===== src/rtl/pipe_hazard_ctrl_if.sv =====
// Pipeline hazard-control bundle.
// master: the pipeline datapath, which supplies hazard-compare and memory
// handshake signals and consumes the enables and flushes.
// slave: the hazard controller.
interface pipe_hazard_ctrl_if;
  logic [4:0]  id_rs;
  logic [4:0]  id_rt;
  logic        idex_memread;
  logic [4:0]  idex_rt;
  logic        id_jump;
  logic        ex_branch_taken;
  logic        mem_req;
  logic        mem_ready;
  logic        pc_en;
  logic        ifid_en;
  logic        idex_en;
  logic        ifid_flush;
  logic        idex_flush;
  logic        mem_timeout;
  logic [15:0] stall_cnt;
  logic [15:0] flush_cnt;

  modport master (
    output id_rs, id_rt, idex_memread, idex_rt, id_jump, ex_branch_taken,
           mem_req, mem_ready,
    input  pc_en, ifid_en, idex_en, ifid_flush, idex_flush, mem_timeout,
           stall_cnt, flush_cnt
  );

  modport slave (
    input  id_rs, id_rt, idex_memread, idex_rt, id_jump, ex_branch_taken,
           mem_req, mem_ready,
    output pc_en, ifid_en, idex_en, ifid_flush, idex_flush, mem_timeout,
           stall_cnt, flush_cnt
  );
endinterface


===== src/rtl/pipe_hazard_ctrl.sv =====
// Hazard controller for a 5-stage pipeline: load-use bubbles, taken-branch
// and jump flushes, and a freeze while data memory is busy. A sticky flag
// reports a memory wait that reaches WAIT_MAX cycles.
// Optional build macro: HAZ_PERF_CNT_EN adds saturating 16-bit stall and
// flush performance counters; without it both counters read constant 0.
module pipe_hazard_ctrl #(
  parameter logic [7:0] WAIT_MAX = 8'd255
) (
  input logic             clk,
  input logic             rst,
  pipe_hazard_ctrl_if.slave hz
);

  typedef enum logic [1:0] {RUN, LDUSE, MWAIT, FLUSH} state_t;

  typedef struct packed {
    logic pc_en;
    logic ifid_en;
    logic idex_en;
    logic ifid_flush;
    logic idex_flush;
  } ctrl_t;

  localparam ctrl_t CTRL_NORMAL = ctrl_t'(5'b11100);
  localparam ctrl_t CTRL_FREEZE = ctrl_t'(5'b00000);
  localparam ctrl_t CTRL_BRANCH = ctrl_t'(5'b11111);
  localparam ctrl_t CTRL_BUBBLE = ctrl_t'(5'b00101);
  localparam ctrl_t CTRL_IFKILL = ctrl_t'(5'b11110);

  state_t     state;
  state_t     state_nxt;
  ctrl_t      ctrl;
  logic [7:0] wait_cnt;
  logic [7:0] wait_inc;
  logic       timeout_q;
  logic       mem_wait;
  logic       load_use;

  assign mem_wait = hz.mem_req & ~hz.mem_ready;
  assign load_use = hz.idex_memread && (hz.idex_rt != 5'd0) &&
                    ((hz.idex_rt == hz.id_rs) || (hz.idex_rt == hz.id_rt));
  assign wait_inc = (wait_cnt == 8'hFF) ? wait_cnt : wait_cnt + 8'd1;

  // Next state and control outputs, decoded from state and current inputs.
  always_comb begin
    // NOTE: defaults first so every path assigns every output (no latches).
    ctrl      = CTRL_NORMAL;
    state_nxt = state;
    case (state)
      RUN, LDUSE: begin
        // LDUSE skips load-use: the ID/EX controls it would compare are a bubble.
        if (mem_wait) begin
          ctrl      = CTRL_FREEZE;
          state_nxt = MWAIT;
        end else if (hz.ex_branch_taken) begin
          ctrl      = CTRL_BRANCH;
          state_nxt = FLUSH;
        end else if ((state == RUN) && load_use) begin
          ctrl      = CTRL_BUBBLE;
          state_nxt = LDUSE;
        end else if (hz.id_jump) begin
          ctrl      = CTRL_IFKILL;
          state_nxt = RUN;
        end else begin
          state_nxt = RUN;
        end
      end
      MWAIT: begin
        if (mem_wait) begin
          ctrl = CTRL_FREEZE;
        end else begin
          state_nxt = RUN;
        end
      end
      FLUSH: begin
        if (mem_wait) begin
          ctrl      = CTRL_FREEZE;
          state_nxt = MWAIT;
        end else begin
          ctrl      = CTRL_IFKILL;
          state_nxt = RUN;
        end
      end
      default: state_nxt = RUN;
    endcase
    if (!rst) ctrl = CTRL_FREEZE;
  end

  assign hz.pc_en       = ctrl.pc_en;
  assign hz.ifid_en     = ctrl.ifid_en;
  assign hz.idex_en     = ctrl.idex_en;
  assign hz.ifid_flush  = ctrl.ifid_flush;
  assign hz.idex_flush  = ctrl.idex_flush;
  assign hz.mem_timeout = timeout_q;

  // State register.
  always_ff @(posedge clk or negedge rst) begin
    // NOTE: clocked state uses <= so all flops sample pre-edge values.
    if (!rst) state <= RUN;
    else      state <= state_nxt;
  end

  // Memory-wait counter, cleared outside MWAIT, and the sticky timeout flag.
  always_ff @(posedge clk or negedge rst) begin
    if (!rst) begin
      wait_cnt  <= 8'd0;
      timeout_q <= 1'b0;
    end else if (state == MWAIT) begin
      wait_cnt <= (state_nxt == MWAIT) ? wait_inc : 8'd0;
      if (wait_inc >= WAIT_MAX) timeout_q <= 1'b1;
    end else begin
      wait_cnt <= 8'd0;
    end
  end

`ifdef HAZ_PERF_CNT_EN
  logic [15:0] stall_q;
  logic [15:0] flush_q;

  // Saturating counts of stalled cycles and cycles with any flush.
  always_ff @(posedge clk or negedge rst) begin
    if (!rst) begin
      stall_q <= 16'd0;
      flush_q <= 16'd0;
    end else begin
      if (!ctrl.pc_en && (stall_q != 16'hFFFF)) stall_q <= stall_q + 16'd1;
      if ((ctrl.ifid_flush || ctrl.idex_flush) && (flush_q != 16'hFFFF))
        flush_q <= flush_q + 16'd1;
    end
  end

  assign hz.stall_cnt = stall_q;
  assign hz.flush_cnt = flush_q;
`else
  assign hz.stall_cnt = 16'd0;
  assign hz.flush_cnt = 16'd0;
`endif

endmodule


===== src/flat_wrapper.sv =====
// flat-port wrapper written by rule: the top's interface ports become plain ports
module pipe_hazard_ctrl_flat 
#(
  parameter logic [7:0] WAIT_MAX = 8'd255
)
  (clk, rst, hz_id_rs, hz_id_rt, hz_idex_memread, hz_idex_rt, hz_id_jump, hz_ex_branch_taken, hz_mem_req, hz_mem_ready, hz_pc_en, hz_ifid_en, hz_idex_en, hz_ifid_flush, hz_idex_flush, hz_mem_timeout, hz_stall_cnt, hz_flush_cnt);
  pipe_hazard_ctrl_if hz_i ();
  input logic clk;
  input logic rst;
  input wire logic [$bits(hz_i.id_rs)-1:0] hz_id_rs;
  input wire logic [$bits(hz_i.id_rt)-1:0] hz_id_rt;
  input wire logic [$bits(hz_i.idex_memread)-1:0] hz_idex_memread;
  input wire logic [$bits(hz_i.idex_rt)-1:0] hz_idex_rt;
  input wire logic [$bits(hz_i.id_jump)-1:0] hz_id_jump;
  input wire logic [$bits(hz_i.ex_branch_taken)-1:0] hz_ex_branch_taken;
  input wire logic [$bits(hz_i.mem_req)-1:0] hz_mem_req;
  input wire logic [$bits(hz_i.mem_ready)-1:0] hz_mem_ready;
  output wire logic [$bits(hz_i.pc_en)-1:0] hz_pc_en;
  output wire logic [$bits(hz_i.ifid_en)-1:0] hz_ifid_en;
  output wire logic [$bits(hz_i.idex_en)-1:0] hz_idex_en;
  output wire logic [$bits(hz_i.ifid_flush)-1:0] hz_ifid_flush;
  output wire logic [$bits(hz_i.idex_flush)-1:0] hz_idex_flush;
  output wire logic [$bits(hz_i.mem_timeout)-1:0] hz_mem_timeout;
  output wire logic [$bits(hz_i.stall_cnt)-1:0] hz_stall_cnt;
  output wire logic [$bits(hz_i.flush_cnt)-1:0] hz_flush_cnt;
  assign hz_i.id_rs = hz_id_rs;
  assign hz_i.id_rt = hz_id_rt;
  assign hz_i.idex_memread = hz_idex_memread;
  assign hz_i.idex_rt = hz_idex_rt;
  assign hz_i.id_jump = hz_id_jump;
  assign hz_i.ex_branch_taken = hz_ex_branch_taken;
  assign hz_i.mem_req = hz_mem_req;
  assign hz_i.mem_ready = hz_mem_ready;
  assign hz_pc_en = hz_i.pc_en;
  assign hz_ifid_en = hz_i.ifid_en;
  assign hz_idex_en = hz_i.idex_en;
  assign hz_ifid_flush = hz_i.ifid_flush;
  assign hz_idex_flush = hz_i.idex_flush;
  assign hz_mem_timeout = hz_i.mem_timeout;
  assign hz_stall_cnt = hz_i.stall_cnt;
  assign hz_flush_cnt = hz_i.flush_cnt;
  pipe_hazard_ctrl #(.WAIT_MAX(WAIT_MAX)) u_core (.clk(clk), .rst(rst), .hz(hz_i));
endmodule

===== config.mk =====
export PLATFORM = sky130hd
export DESIGN_NAME = pipe_hazard_ctrl_flat
export DESIGN_NICKNAME = d
export VERILOG_FILES = /design/src/rtl/pipe_hazard_ctrl_if.sv /design/src/rtl/pipe_hazard_ctrl.sv /design/src/flat_wrapper.sv
export SDC_FILE = /design/constraint.sdc
export NUM_CORES = 1
export LEC_CHECK = 0
export CORE_ASPECT_RATIO = 0.5
export CORE_MARGIN = 2
export CORE_UTILIZATION = 39
export CTS_CLUSTER_SIZE = 12
export DETAILED_ROUTE_END_ITERATION = 12
export HOLD_SLACK_MARGIN = 0.06
export PLACE_DENSITY = 0.82
export SLEW_MARGIN = 20
export SYNTH_ARGS = -nofsm -noshare
export SYNTH_HDL_FRONTEND = slang
export SYNTH_SLANG_ARGS = --single-unit

===== constraint.sdc =====
create_clock -name clk -period 5.62 [get_ports clk]
set_input_delay 1.405 -clock clk [delete_from_list [all_inputs] [get_ports clk]]
set_output_delay 1.405 -clock clk [all_outputs]
set_load 0.05 [all_outputs]

# After elaboration in Yosys (flattened, before gate mapping)
# Index checks and enable logic that the tools add are counted.
[totals]
rom_bits = 0
regBits = 11
latchBits = 0
ramBits = 0
word_cells = 39
memories = 0
[op_classes]
n_mul = 0
bitwise = 2
n_shift = 0
n_addsub = 1
mux = 17
n_reduce_logical = 8
n_eq_ne = 7
div = 0
n_lt_le_gt_ge = 1
[op_table]
columns = ["op", "n"]
rows = [
  ["5-bit 2-to-1 mux", 6],
  ["8-bit 2-to-1 mux", 3],
  ["5-bit one-hot mux with 3 select lines", 1],
  ["5-bit == test", 2],
  ["2-bit 2-to-1 mux", 5],
  ["8-bit by 1-bit adder with 8-bit output, second input constant", 1],
  ["8-bit == test, second input constant", 1],
  ["8-bit greater-or-equal comparator, second input constant", 1],
  ["2-bit == test, second input constant", 3],
  ["2-bit one-hot mux with 3 select lines", 1],
  ["5-bit nonzero test", 1],
  ["1-bit logical AND", 3],
  ["2-bit by 1-bit == test with 1-bit output, second input constant", 1],
  ["2-bit zero test", 1],
  ["2-bit AND reduction", 1],
  ["2-bit OR reduction", 1],
  ["1-bit bitwise AND", 1],
  ["1-bit logical OR", 1],
  ["1-bit 2-to-1 mux", 1],
  ["1-bit inverter", 1],
]

# Longest topological paths before layout
[depth]
depth_word = 11
depth_mapped = 6

# Worst setup path after synthesis
# OpenSTA, ideal clock, no wires.
[synth_path]
kind = "in2out"
start = "input hz_idex_rt[0]"
end = "output hz_pc_en"
path_slack_ns = 0.883
cell_stages = 5
t_arrival_ns = 3.332
n_path_buf = 1
required_time_ns = 4.215
cell_sequence = "or4_4 o211ai_2 nor2_1 a21oi_1 buf_4"
[synth_between]
elab_chain_len = 9
word_cells_on_any_way = 12
classes_between = "eq/ne (2); mux (5); reduce/logical (5)"
[synth_rtl]
columns = ["item", "line_no", "rtl"]
rows = [
  ["start, declared", "flat_wrapper.sv:13", "input wire logic [$bits(hz_i.idex_rt)-1:0] hz_idex_rt;"],
  ["5-bit == test / 5-bit nonzero test (equally long branches)", "pipe_hazard_ctrl.sv:41, pipe_hazard_ctrl.sv:40", ""],
  ["1-bit logical OR / 1-bit logical AND (equally long branches)", "pipe_hazard_ctrl.sv:41, pipe_hazard_ctrl.sv:40", ""],
  ["1-bit logical AND (*)", "pipe_hazard_ctrl.sv:40", "assign load_use = hz.idex_memread && (hz.idex_rt != 5'd0) &&"],
  ["1-bit logical AND (*)", "pipe_hazard_ctrl.sv:58", "end else if ((state == RUN) && load_use) begin"],
  ["5-bit 2-to-1 mux (*)", "pipe_hazard_ctrl.sv:58", ""],
  ["5-bit 2-to-1 mux (*)", "pipe_hazard_ctrl.sv:55", "end else if (hz.ex_branch_taken) begin"],
  ["5-bit 2-to-1 mux (*)", "pipe_hazard_ctrl.sv:52", "if (mem_wait) begin"],
  ["5-bit one-hot mux with 3 select lines (*)", "pipe_hazard_ctrl.sv:49", "case (state)"],
  ["5-bit 2-to-1 mux (*)", "pipe_hazard_ctrl.sv:86", "if (!rst) ctrl = CTRL_FREEZE;"],
  ["end, declared", "flat_wrapper.sv:18", "output wire logic [$bits(hz_i.pc_en)-1:0] hz_pc_en;"],
]
# Mark *: on every way between the ends. The rest lies on a longest branch, timed or not.

# Final worst setup path
[layout_path]
start = "input hz_idex_rt[0]"
end = "output hz_ifid_flush"
[layout_between]
elab_chain_len = 9
word_cells_on_any_way = 12
classes_between = "eq/ne (2); mux (5); reduce/logical (5)"
[layout_rtl]
columns = ["item", "line_no", "rtl"]
rows = [
  ["5-bit == test / 5-bit nonzero test (equally long branches)", "pipe_hazard_ctrl.sv:41, pipe_hazard_ctrl.sv:40", ""],
  ["1-bit logical OR / 1-bit logical AND (equally long branches)", "pipe_hazard_ctrl.sv:41, pipe_hazard_ctrl.sv:40", ""],
  ["1-bit logical AND (*)", "pipe_hazard_ctrl.sv:40", ""],
  ["1-bit logical AND (*)", "pipe_hazard_ctrl.sv:58", ""],
  ["5-bit 2-to-1 mux (*)", "pipe_hazard_ctrl.sv:58", ""],
  ["5-bit 2-to-1 mux (*)", "pipe_hazard_ctrl.sv:55", ""],
  ["5-bit 2-to-1 mux (*)", "pipe_hazard_ctrl.sv:52", ""],
  ["5-bit one-hot mux with 3 select lines (*)", "pipe_hazard_ctrl.sv:49", ""],
  ["5-bit 2-to-1 mux (*)", "pipe_hazard_ctrl.sv:86", ""],
  ["end, declared", "flat_wrapper.sv:21", "output wire logic [$bits(hz_i.ifid_flush)-1:0] hz_ifid_flush;"],
]
# Marks and branches as above.

==> metrics.md <==
| Metric | Value |
|---|---|
| Chip width | `~77 um` |
| Syn. warnings | `0` |
| Status | `finished clean` |
| Final std cell area, no fill | `~1300 um2` |
| First drt pass iteration count | `4` |
| Clock Pin Slew Worst Setup and Hold Paths | `around 0.050 ns` |
| CTS tree | `built` |
| Period utilization | `between 90 and 100%` |
| Met3 Usage GRT | `5.86%` |
| Yosys reg bits | `11` |
| Avg WL per Cell | `between 9 and 10 um` |
| Leakage | `roughly 0.55 nW` |
| H-tree depth | `1` |
| Maximum number of pins on one net before global-route repair | `9` |
| Final nets | `between 150 and 200` |
| Hold Crit Class | `reg -> reg` |
| Gp weighted congestion | `0.823` |
| Total gr overflow | `0` |
| Worst-path cell chain | `clkdlybuf4s50_1, or4_4, o211ai_2, o21ai_2, a211oi_2, clkdlybuf4s50_1` |
| Max Buffers Root-to-Sink | `2` |
| Crit path top cell by count | `clkdlybuf4s50_1` |
| CP max stage delay | `0.84 ns` |
| Cell taking the most area after synthesis | `dfrtp_1` |
| Clk_lat worst skew | `about 0.24 ns` |
| Final Hold Fails | `0` |
| Worst slew margin | `between 60% and 70%` |
| Vias per inst | `4.46` |
| Arrival time worst endpoint | `between 3 and 4 ns` |
| M2 GR Usage | `between 20% and 30%` |
| Number of routed nets with antenna violations | `0` |
| Layout fillers | `around 250` |
| Worst-margin pin slew | `around 0.52 ns` |
| Core Util, Final | `49.4%` |
| Post-DP Area | `roughly 1200 um2` |
| Worst vdd ir | `101 uV` |
| Core Box Area | `roughly 2600 um2` |
| Vias in the first global route | `around 690` |
| Mapped Area | `approximately 1000 um2` |
| Pins Over Slew Limit | `0` |
| DIE HEIGHT | `slightly above 40 um` |
| Synth cell types | `36` |
| Critical Path RT | `roughly 4.2 ns` |
| Remaining DRCs | `0` |
| Cells after Synth | `129` |
| Setup violators final | `0` |
| Layout cells sized above 1 | `around 5.7%` |
| Final min period | `about 5.1 ns` |
| RSZ-0062 raised after global routing | `no` |
| Total power | `around 0.26 mW` |
| Met1 GRT Util | `between 10% and 20%` |
| CTS Root Cell | `clkbuf_8` |
| Crit end category | `output pin` |
| Cell Rows | `13` |
| Number of diodes | `0` |
| GR peak layer | `met2` |
| Clock sink count | `11` |
| Post-Layout Cell Count | `~190` |
| Vias | `865` |
| Die area | `about 3100 um2` |
| First-pass GRT wire length | `2950 um` |
| CP max FO | `3` |
| Inst Count DP | `190` |
| IO Port Bufs | `27` |
| Total GRT Usage | `12.6%` |
| Postcts setup bufs | `0` |
| # hold bufs at CTS | `0` |
| Fmax achieved | `about 190 MHz` |
| Sum Neg Setup Slack | `0 ns` |
| Starting Density | `between 40 and 50%` |
| Clk_skew | `around 0.0032 ns` |
| Routed wire length | `~1900 um` |
| Iteration-0 DRC Markers | `28` |
| Seq/Total Area, Yosys | `approximately a quarter` |
| Antenna violations before repair | `0` |
| Yosys top cell area share | `a little over a quarter` |
| Worst path slowest cell | `clkdlybuf4s50_1` |
| Max Cap Violations | `0` |
| Syn Area/Cell | `roughly 8 um2` |
| WS Path Type | `in -> out` |
| Layout area overhead | `22.0%` |
| IO Pins | `60` |
| Post-DP HPWL | `between 1500 and 2000 um` |
| CTS Buf Count | `3` |
| Pwr/cell area | `~200 nW/um2` |
| # resized after CTS | `0` |
| Startpoint Class | `input port` |
| Dominant cells by area after synthesis | `dfrtp_1 (26%), buf_4 (24%), xor2_1 (9.3%)` |
cell type report:
class	instances	area [um2]	area share [%]
clock buffers	4	45.0	3.55
inverters	5	18.8	1.48
multi-input cells	109	607	47.8
flip-flops and latches	11	275	21.7
well taps	37	46.3	3.65
repair buffers	28	278	21.9
cell usage after synthesis, drive strengths merged:
master / count
a211oi: 2
a21oi: 2
a22oi: 1
a311o: 1
a31oi: 3
and3: 1
buf: 34
clkbuf: 1
conb: 1
dfrtp: 11
ha: 1
inv: 5
mux2i: 1
nand2: 6
nand2b: 2
nand3: 3
nand4: 2
nor2: 18
nor2b: 2
nor3: 7
nor3b: 1
nor4: 1
nor4b: 1
o2111ai: 1
o211a: 1
o211ai: 1
o21a: 1
o21ai: 4
o31ai: 1
or4: 1
xnor2: 1
xor2: 11
where the power goes:
group	switching [mW]	internal, mW	total, mW
Sequential	0.00190	0.0810	0.0829
Combinational	0.0717	0.0256	0.0973
Clock	0.0294	0.0498	0.0791
worst max-delay path, delay by kind of cell:
| family | cells | cell delay (ns) |
|---|---|---|
| buf+inv | 2 | 1.30 |
| simple gates | 1 | 0.56 |
| compound gates | 3 | 0.47 |
worst paths after layout:
check | from | to | cells after the start | slack [ns]
min in group asynchronous | rst | u_core.state[0]$_DFF_PN0_ | 1 | 1.41
setup / recovery | hz_idex_rt[0] | hz_ifid_flush | 6 | 0.47
hold / removal | u_core.hz.mem_timeout$_DFFE_PN0P_ | u_core.hz.mem_timeout$_DFFE_PN0P_ | 2 | 0.46
setup reg to reg | u_core.wait_cnt[0]$_DFF_PN0_ | u_core.hz.mem_timeout$_DFFE_PN0P_ | 6 | 3.85
max in group asynchronous | rst | u_core.wait_cnt[1]$_DFF_PN0_ | 2 | 3.81
hold reg to reg | u_core.hz.mem_timeout$_DFFE_PN0P_ | u_core.hz.mem_timeout$_DFFE_PN0P_ | 2 | 0.46
flip-flops by register name, indices dropped and copies added (netlist names):
signal                 cells
u_core.wait_cnt            8
u_core.hz.mem_timeout      1
u_core.state               2
per-layer routing:
layer	share of wire [%]	vias up
met5	0	-
met4	1.3	0
met3	10	6
met2	47	45
met1	41	382
li1	-	432
logic make-up after synthesis:
family	Yosys count	synth area share [%]
simple gates	45	20.9
flops	11	26.4
mux	1	0.962
fa+ha+maj	1	1.20
xor+xnor	12	10.1
buf+inv	40	26.4
compound gates	18	13.6
other cells	1	0.360
stage by stage:
stage,setup slack [ns],hold slack (ns)
after floorplan,0.883,0.505
after global placement,0.515,0.457
after detailed placement,0.453,0.461
after CTS,0.446,0.473
after global routing,0.414,0.508
final,0.471,0.461
layout by cell type, fill, tap and decap left out:
master,n
nor3_1,7
conb_1,32
nor2_1,18
and3_1,1
buf_4,1
mux2i_1,1
a31oi_1,3
nand4_1,2
clkbuf_8,3
nand2b_1,2
nand2_1,6
o211ai_2,1
a22oi_2,1
o21ai_0,2
nor4b_1,1
nand3_1,3
o21ai_2,1
a311o_1,1
clkdlybuf4s50_1,27
o2111ai_1,1
or4_4,1
dfrtp_1,11
xor2_1,11
clkbuf_1,1
o21a_1,1
o211a_1,1
o21ai_1,1
o31ai_1,1
ha_1,1
inv_1,5
xnor2_1,1
nor3b_1,1
a21oi_1,2
a211oi_1,1
nor4_1,1
nor2b_1,2
a211oi_2,1
(Power assumes the default switching activity.)
